`src/rtl/sram_confreg_responder.sv`:
```
// sram_confreg_responder: configuration-register window on the data SRAM bus.
// Holds the CTRL/COUNT/COMPARE/STATUS timer, the LED, SWITCH and SCRATCH registers,
// and drives the timer interrupt back into the CPU.
// Build option: define CONFREG_TIMER_EN to include the timer registers and interrupt.
// Without it, offsets 0x0000-0x000C read 0, writes to them are dropped,
// and timer_int is tied low.
module sram_confreg_responder #(
    parameter logic [15:0] BASE_HI    = 16'hBFAF,
    parameter logic [31:0] COUNT_INIT = 32'h0000_0000
) (
    input  logic        clk,
    input  logic        rst,
    input  logic        sram_en,
    input  logic [3:0]  sram_wen,
    input  logic [31:0] sram_addr,
    input  logic [31:0] sram_wdata,
    output logic [31:0] sram_rdata,
    input  logic [7:0]  switch_in,
    output logic [15:0] led_out,
    output logic        timer_int
);

    // Word index within the window; byte offset bits [1:0] are ignored.
    localparam logic [13:0] IDX_CTRL    = 14'd0;
    localparam logic [13:0] IDX_COUNT   = 14'd1;
    localparam logic [13:0] IDX_COMPARE = 14'd2;
    localparam logic [13:0] IDX_STATUS  = 14'd3;
    localparam logic [13:0] IDX_LED     = 14'd4;
    localparam logic [13:0] IDX_SWITCH  = 14'd5;
    localparam logic [13:0] IDX_SCRATCH = 14'd6;

    logic        hit;
    logic        rd_req;
    logic        wr_req;
    logic [13:0] idx;
    logic [31:0] rd_val;
    logic [7:0]  switch_meta;
    logic [7:0]  switch_sync;
    logic [15:0] led_q;
    logic [31:0] scratch_q;
    logic        unused_bits;

    assign hit    = sram_en && (sram_addr[31:16] == BASE_HI);
    assign idx    = sram_addr[15:2];
    assign rd_req = sram_en && (sram_wen == 4'b0000);
    assign wr_req = hit && (sram_wen != 4'b0000);

    assign unused_bits = ^{sram_addr[1:0], COUNT_INIT};

    // Byte-lane merge: lanes with their enable set take the new data.
    function automatic logic [31:0] merge(input logic [31:0] old,
                                          input logic [31:0] wd,
                                          input logic [3:0]  be);
        logic [31:0] r;
        r = old;
        for (int i = 0; i < 4; i++)
            if (be[i]) r[8*i +: 8] = wd[8*i +: 8];
        return r;
    endfunction

    // Two-flop synchronizer for the asynchronous board switches.
    always_ff @(posedge clk) begin
        if (rst) begin
            switch_meta <= '0;
            switch_sync <= '0;
        end else begin
            switch_meta <= switch_in;
            switch_sync <= switch_meta;
        end
    end

    // LED and SCRATCH registers with per-lane write enables.
    always_ff @(posedge clk) begin
        if (rst) begin
            led_q     <= '0;
            scratch_q <= '0;
        end else if (wr_req) begin
            if (idx == IDX_LED) begin
                if (sram_wen[0]) led_q[7:0]  <= sram_wdata[7:0];
                if (sram_wen[1]) led_q[15:8] <= sram_wdata[15:8];
            end
            if (idx == IDX_SCRATCH)
                scratch_q <= merge(scratch_q, sram_wdata, sram_wen);
        end
    end

    assign led_out = led_q;

`ifdef CONFREG_TIMER_EN
    logic [1:0]  ctrl_q;       // [0] timer_en, [1] int_en
    logic [31:0] count_q;
    logic [31:0] compare_q;
    logic        pending_q;
    logic        wr_ctrl;
    logic        wr_count;
    logic        wr_compare;
    logic        w1c_status;
    logic        match;

    assign wr_ctrl    = wr_req && (idx == IDX_CTRL) && sram_wen[0];
    assign wr_count   = wr_req && (idx == IDX_COUNT);
    assign wr_compare = wr_req && (idx == IDX_COMPARE);
    assign w1c_status = wr_req && (idx == IDX_STATUS) && sram_wen[0] && sram_wdata[0];
    // A COMPARE write in the same cycle hides the match against the old value.
    assign match      = ctrl_q[0] && (count_q == compare_q) && !wr_compare;

    // Timer state: software writes beat the increment; a COMPARE write clears
    // pending; a match beats a simultaneous W1C clear.
    always_ff @(posedge clk) begin
        if (rst) begin
            ctrl_q    <= '0;
            count_q   <= COUNT_INIT;
            compare_q <= 32'hFFFF_FFFF;
            pending_q <= 1'b0;
        end else begin
            if (wr_ctrl)
                ctrl_q <= sram_wdata[1:0];
            if (wr_count)
                count_q <= merge(count_q, sram_wdata, sram_wen);
            else if (ctrl_q[0])
                count_q <= count_q + 32'd1;
            if (wr_compare)
                compare_q <= merge(compare_q, sram_wdata, sram_wen);
            if (wr_compare)
                pending_q <= 1'b0;
            else if (match)
                pending_q <= 1'b1;
            else if (w1c_status)
                pending_q <= 1'b0;
        end
    end

    assign timer_int = pending_q && ctrl_q[1];
`else
    assign timer_int = 1'b0;
`endif

    // Read mux over current register values (pre-update view of this edge).
    always_comb begin
        rd_val = '0;
        case (idx)
`ifdef CONFREG_TIMER_EN
            IDX_CTRL:    rd_val = {30'b0, ctrl_q};
            IDX_COUNT:   rd_val = count_q;
            IDX_COMPARE: rd_val = compare_q;
            IDX_STATUS:  rd_val = {31'b0, pending_q};
`endif
            IDX_LED:     rd_val = {16'b0, led_q};
            IDX_SWITCH:  rd_val = {24'b0, switch_sync};
            IDX_SCRATCH: rd_val = scratch_q;
            default:     rd_val = '0;
        endcase
    end

    // Registered read data; holds across idle and write cycles, misses read 0.
    always_ff @(posedge clk) begin
        if (rst)
            sram_rdata <= '0;
        else if (rd_req)
            sram_rdata <= hit ? rd_val : 32'h0;
    end

endmodule

```
`config.mk`:
```
export PLATFORM = sky130hd
export DESIGN_NAME = sram_confreg_responder
export DESIGN_NICKNAME = d
export VERILOG_FILES = /design/src/rtl/sram_confreg_responder.sv
export SDC_FILE = /design/constraint.sdc
export NUM_CORES = 1
export LEC_CHECK = 0
export ABC_AREA = 1
export BUFFER_PORTS_ARGS = -buffer_cell sky130_fd_sc_hd__buf_2
export CORE_UTILIZATION = 51
export CTS_BUF_LIST = sky130_fd_sc_hd__clkbuf_16
export CTS_CLUSTER_SIZE = 20
export DETAILED_ROUTE_END_ITERATION = 8
export PLACE_DENSITY = 0.88
export SYNTH_ARGS = -nofsm -noshare
export SYNTH_HDL_FRONTEND = slang
export SYNTH_SLANG_ARGS = --single-unit
```
`constraint.sdc`:
```
create_clock -name clk -period 1.53 [get_ports clk]
set_clock_uncertainty 0.05 [all_clocks]
set_input_delay 0.153 -clock clk [delete_from_list [all_inputs] [get_ports clk]]
set_output_delay 0.153 -clock clk [all_outputs]
set_load 0.1 [all_outputs]
```
=== Word level (Yosys, flattened, before mapping) ===
Index checks and enable logic that the tools add are counted.

* Equality and inequality tests: 4
* Multiplexer cells: 2
* Reduce and logical (&&, ||, !) cells: 11

{| class="wikitable"
|+ Operators by type and width
! kind !! count
|-
| $pmux 32 s3 || 1
|-
| $eq 14x3->1 const B || 3
|-
| $mux 32 || 1
|-
| $reduce_and 3->1 || 6
|-
| $eq 16x16->1 const B || 1
|-
| $logic_not 4->1 || 1
|-
| $reduce_bool 4->1 || 1
|-
| $logic_and 1x1->1 || 3
|}

* Register bits after elaboration: 96
* Bits of input ports: 79
* Output and inout bits: 49
* Logic and storage cells: 26

=== Longest topological paths before layout ===
Gate-level depths: netlist of the first run.

* Depth in word-level cells: 4
* Depth in mapped cells: 11
* Depth with buffers taken out: 10

=== Worst setup path after synthesis of the first run ===
Ideal clock, no wire load.

* Path kind: register to register
* Start point: register led_q[7], in the netlist led_out[7]
* End point: register sram_rdata[7]
* Library setup time: 70 ps
* Data arrival time: 1343 ps
* Data required time: 1410 ps
* Path slack: 67 ps
* Cell stages (with the launch flop): 5
* Path buffers: 0
* Clock period less this slack: 1463 ps
* Cell sequence: dfxtp_1 -> nand3_1 -> nand3_1 -> nand2_1 -> a21oi_1

* Cells in the longest elaborated chain, start to end: 2

{| class="wikitable"
|+ Ends and longest elaborated chain
! item !! line !! RTL
|-
| start: declaration || 39 || <nowiki>logic [15:0] led_q;</nowiki>
|-
| start signal: assignment || 79 || <nowiki>if (sram_wen[0]) led_q[7:0] <= sram_wdata[7:0];</nowiki>
|-
| $pmux 32 s3 || 141 || <nowiki>case (idx)</nowiki>
|-
| $mux 32 || 160 || <nowiki>sram_rdata <= hit ? rd_val : 32'h0;</nowiki>
|-
| end signal: assignment || 160 ||
|-
| end: declaration || 17 || <nowiki>output logic [31:0] sram_rdata,</nowiki>
|}

No other way between the ends.
A chain may end at the register's enable or synchronous reset.

=== Final worst setup path of the first run ===
* Start point: register led_q[3], in the netlist led_out[3]
* End point: output port led_out[3]

{| class="wikitable"
|+ RTL lines
! item !! line !! RTL
|-
| end: declaration || 19 || <nowiki>output logic [15:0] led_out,</nowiki>
|}

No word-level cell between the ends.

==> flow_summary.json, run 1 <==
{
  "drc": 0,
  "drive_above_1_share_pct": 23.16,
  "ant_nets": 0,
  "rsz0062_at_grt": "no",
  "cp.arrival_ns": 1.19,
  "cp-startpoint": "led_out[3]",
  "cp.required_ns": 1.33,
  "synth.cell_area_sq_um": 4156,
  "clock_latency_ns": 0.34,
  "worstMarginPinSlew_ns": 0.5156,
  "syn_to_final_growth_pct": 33.14,
  "nFillCells": 619,
  "wirelength_um": 10780,
  "status": "finished, final reports clean",
  "via_per_inst": 4.855,
  "gr-total-overflow": 0,
  "antenna_found_initial": 0,
  "r2r_slack_ns": 0.61,
  "swShare_pct": 21.52,
  "rows": 32,
  "comb_power_share_pct": 5.5,
  "p_per_area_nw_per_um2": 946.0,
  "die-height_um": 92.28,
  "r2r-end": "sram_rdata[14]",
  "finalHoldViolCount": 0,
  "maxSlewHeadroom_pct": 65.86,
  "grt_first_pass_wirelength_um": 17520,
  "n_antenna_cell": 0,
  "path_cells": "buf_2",
  "cts_tree": "done",
  "r2r-start": "scratch_q[14]",
  "cts.sinks": 96,
  "hold_path.class": "in -> reg",
  "cts_root_buf": "clkbuf_16",
  "netlist_instances": 614,
  "setup_viol": 0,
  "initial_core_util_pct": 53.24,
  "worst_r2r_path_depth": 4,
  "critPathBufInv": 1,
  "ys_ff_latch": 96,
  "worst_setup_path_end_kind": "output pin",
  "synth_warnings": 0,
  "pin_count": 128,
  "drt-wirelength-per-cell_um": 12.32,
  "cp.depth": 1,
  "p_total_mw": 5.235,
  "htreeDepth": 3,
  "placed_area_sq_um": 5027,
  "worst-setup-path-type": "reg -> out",
  "leakage_nw": 2.918,
  "synth_nets": 693,
  "intPower_mw": 4.108,
  "dieArea_sq_um": 8515,
  "fmax_mhz": 718.7,
  "slowest_stage": "buf_2",
  "power_frac_clock_pct": 46.3,
  "final_cell_area_sq_um": 5534,
  "vdd_drop_max_mv": 0.6013,
  "start_kind": "flop",
  "numCtsBuffers": 9,
  "grt_use_total_pct": 26.43,
  "p_seq_share_pct": 48.2,
  "cap_violations": 0,
  "grt_pass1_vias": 3964,
  "finalWorstSetupSlack_ns": 0.1386,
  "crit_path_max_incr_delay_ns": 0.45,
  "yosysSeqAreaShare_pct": 46.24,
  "clkTransAtPathRegs_ns": 0.07,
  "post_cts_buffers": 0,
  "dr.pass1.iters": 4,
  "place_hpwl_um": 7433,
  "p_sw_mw": 1.127,
  "period_needed_ns": 1.391,
  "avgSynthCellArea_sq_um": 6.770,
  "grt_max_degree": 33,
  "first_iter_violations": 185,
  "synth_cell_types": 24,
  "place_congestion": 0.8556,
  "fin_crit_sh_pct": 90.94,
  "num_vias": 4248,
  "die_x_um": 92.28,
  "cp_max_fo": 3,
  "core_sq_um": 7807,
  "nets": 847,
  "io_buffer_count": 124,
  "endpoint": "led_out[3]",
  "cts_max_path_buffers": 2,
  "maxSlewViolCount": 0,
  "place_ws_ns": -0.05908,
  "cp_top_family": "buffers and inverters"
}
how the worst min path moves through the flow:
| stage | from | end | cells past startpoint |
|---|---|---|---|
| final | sram_wdata[8] | led_out[8] | 3 |
| after global routing | sram_wdata[7] | scratch_q[7] | 3 |
| after CTS | sram_wdata[18] | scratch_q[18] | 3 |
| after detailed placement | switch_in[4] | switch_meta[4] | 3 |
| after global placement | switch_in[2] | switch_meta[2] | 3 |
| after floorplan | switch_in[0] | switch_meta[0] | 2 |
power by group through the flow:
stage | sequential, mW | combinational [mW] | clock, mW
2_1_floorplan | 2.58 | 0.100 | 0
3_3_place_gp | 2.58 | 0.241 | 0
3_5_place_dp | 2.58 | 0.247 | 0
4_1_cts | 2.52 | 0.281 | 2.45
5_1_grt | 2.52 | 0.316 | 2.57
6_report | 2.52 | 0.288 | 2.42
synth_stat cells (all sizes together):
| cell type | n | area (sq um) |
|---|---|---|
| dfxtp | 96 | 1922 |
| nor2 | 137 | 545.5 |
| nor3 | 2 | 32.53 |
| or2 | 2 | 15.02 |
| conb | 1 | 3.750 |
| o21ai | 2 | 10.01 |
| nand2 | 176 | 670.7 |
| inv | 76 | 285.3 |
| nand3 | 63 | 345.3 |
| a21oi | 32 | 160.2 |
| nand4 | 1 | 6.260 |
| buf | 15 | 118.9 |
| clkbuf | 9 | 33.78 |
| clkinv | 2 | 7.510 |
layout by cell type (no fill, tap or decap), drive strengths merged:
master	n
buf	149
inv	80
clkbuf	9
dfxtp	96
nor3	2
a21oi	32
nor2	137
nand4	1
bufinv	2
or2	2
nand3	63
conb	1
o21ai	2
dlygate4sd3	18
nand2	176
clkinv	3
final cells by class:
class | instances | area, sq um | share of cell area, %
sequential | 96 | 1922 | 34.73
multi-input combinational | 416 | 1789 | 32.33
timing repair buffer | 167 | 1076 | 19.44
inverter | 78 | 292.8 | 5.291
clock buffer | 9 | 225.2 | 4.070
tap | 102 | 127.6 | 2.306
clock inverter | 7 | 101.3 | 1.831
routing by layer:
metal	vias up	share of wire, %	routed length (um)	global-route usage [%]
li1	2164	-	-	-
met1	1890	41	4459	29.49
met2	159	50	5381	47.82
met3	35	4.8	519	4.395
met4	0	3.9	420	13.93
met5	-	0	0	0
kinds of logic after synthesis:
kind of cell | share of synthesized area [%]
and+or+nand+nor | 38.86
buffers and inverters | 10.72
DFF | 46.24
AOI/OAI and AO/OA | 4.094
other | 0.09022
what timing repair did:
action	4_1_cts	5_1_grt
hold buffers	17	1
resized for setup	0	0
hold endpoints to repair	17	1
sequential cells by signal, indices dropped and copies added, names as in the netlist:
register,count
led_out,16
switch_sync,8
scratch_q,32
switch_meta,8
sram_rdata,32
per-stage QoR:
| stage | TNS (ns) | util [%] | instances | hold slack [ns] |
|---|---|---|---|---|
| after floorplan | 0 | - | 614 | 0.2100 |
| after CTS | 0 | 70.75 | 874 | 0.003316 |
| after global placement | -0.01282 | 64.39 | 841 | 0.3028 |
| after global routing | 0 | 70.88 | 875 | 0.01210 |
| final | 0 | 70.88 | 875 | 0.007697 |
| after detailed placement | -0.6289 | 64.39 | 841 | 0.3099 |
Note: power is estimated with default switching activity, not from simulation.
==> run 2, diff against run 1 <==
Settings changed: SETUP_SLACK_MARGIN set to 0.4, SKIP_LAST_GASP set to 1.
==> flow_summary.json, run 2 (synthesized netlist as in run 1, its figures left out) <==
{
  "status": "finished, final reports clean",
  "cp_top_family": "simple AND/OR/NAND/NOR gates",
  "vdd_drop_max_mv": 0.6937,
  "ant_nets": 0,
  "cts_max_path_buffers": 2,
  "seqCellArea_sq_um": 1978,
  "cp_max_fo": 8,
  "multi_input_area_sq_um": 2141,
  "finalHoldViolCount": 0,
  "drc": 0,
  "numCtsBuffers": 9,
  "cap_violations": 0,
  "instances_no_fill": 877,
  "num_vias": 4582,
  "rsz0062_at_grt": "yes",
  "post-place-cells": 836,
  "leakage_nw": 3.191,
  "hold_path.class": "in -> reg",
  "cp.required_ns": 1.72,
  "cts_tree": "done",
  "period_needed_ns": 1.238,
  "grt_max_degree": 49,
  "io_buffer_count": 124,
  "slowest_stage": "nor2_4",
  "antenna_found_initial": 0,
  "cp.arrival_ns": 1.43,
  "drt-wirelength-per-cell_um": 15.74,
  "setup_viol": 0,
  "worst_setup_path_end_kind": "flop",
  "nets": 849,
  "drive_above_1_share_pct": 39.61,
  "worstMarginPinSlew_ns": 0.6013,
  "htreeDepth": 3,
  "clock_latency_ns": 0.33,
  "rows": 32,
  "clkTransAtPathRegs_ns": 0.06,
  "layout_commonest_cell": "nand2_1",
  "place_congestion": 0.7970,
  "worst-setup-path-type": "in -> reg",
  "final_cell_mix": "nand2_1, nor2_1, inv_1, buf_2, nand3_1",
  "path_cells": "buf_6 -> nor2_4 -> nand3_2 -> nor2_4 -> nand2_4 -> inv_4 -> nand3_2 -> nand2_1 -> nand2_1 -> nor2_1",
  "finalWorstSetupSlack_ns": 0.2925,
  "fmax_mhz": 808.1,
  "fin_crit_sh_pct": 80.88,
  "crit_path_max_incr_delay_ns": 0.21,
  "grt_first_pass_wirelength_um": 19000,
  "n_antenna_cell": 0,
  "nFillCells": 394,
  "place_ws_ns": -0.02550,
  "die-height_um": 92.28,
  "grt_pass1_vias": 4242,
  "critPathBufInv": 2,
  "p_per_area_nw_per_um2": 764.2,
  "cts_root_buf": "clkbuf_16",
  "place_hpwl_um": 7284,
  "wirelength_um": 13800,
  "cts.sinks": 96,
  "maxSlewHeadroom_pct": 59.91,
  "start_kind": "input pin",
  "dr.pass1.iters": 5,
  "via_per_inst": 5.225,
  "die_x_um": 92.28,
  "pin_count": 128,
  "grt_use_total_pct": 28.30,
  "first_iter_violations": 234,
  "dieArea_sq_um": 8515,
  "syn_to_final_growth_pct": 61.11,
  "initial_core_util_pct": 53.24,
  "gr-total-overflow": 0,
  "hold_slack_ns": 0.003475,
  "maxSlewViolCount": 0,
  "fin_setup_tns_ns": 0,
  "core_sq_um": 7807
}
## run 2: final timing paths
| check | slack, ns | depth (start not counted) | endpoint | from |
|---|---|---|---|---|
| hold reg to reg | 0.36 | 2 | switch_sync[0] | switch_meta[0] |
| setup reg to reg | 0.56 | 4 | sram_rdata[14] | scratch_q[14] |
| hold / removal | 0.003 | 3 | led_out[7] | sram_wdata[7] |
| setup / recovery | 0.29 | 10 | scratch_q[14] | sram_addr[12] |
## run 2: routing by layer
metal  vias up  GRT usage (%)  part of all wire [%]
met5         -              0                     0
li1       2175              -                     -
met2       216          53.48                    55
met1      2137          31.31                    36
met4         0          11.20                   3.9
met3        54          4.478                   5.2
## run 2: cell type report
type / instances / share of cell area (%)
clock inverter: 7 / 1.028
inverter: 78 / 4.765
clock buffer: 9 / 3.363
timing repair buffer: 167 / 27.43
tap: 102 / 1.906
multi-input combinational: 418 / 31.97
sequential: 96 / 29.54
## run 2: power by group
group	switching, mW	total, mW	internal [mW]
sequential	0.00604	2.52	2.52
clock	0.970	2.24	1.27
combinational	0.198	0.354	0.156
## run 2: stage by stage
step	utilization (%)	cell area [sq um]	total power, mW
2_1_floorplan	-	4269	2.688
3_3_place_gp	65.24	5094	2.829
3_5_place_dp	65.24	5094	2.838
4_1_cts	77.64	6062	5.056
5_1_grt	85.77	6696	5.283
6_report	85.77	6696	5.117
## run 2: worst register-to-register path, cell delays in order (launching register included)
cell and delay [ns]:
dfxtp_1 0.38, nand3_1 0.12, nand2_1 0.13, nand3_1 0.09, a21oi_1 0.14
## run 2: what timing repair did
action                     4_1_cts  5_1_grt
setup buffers                    5        5
resized for setup              144      164
setup endpoints to repair      125      124
hold endpoints to repair        11        1
hold buffers                    11        1
cloned                           3        0
pin swaps                       10       35
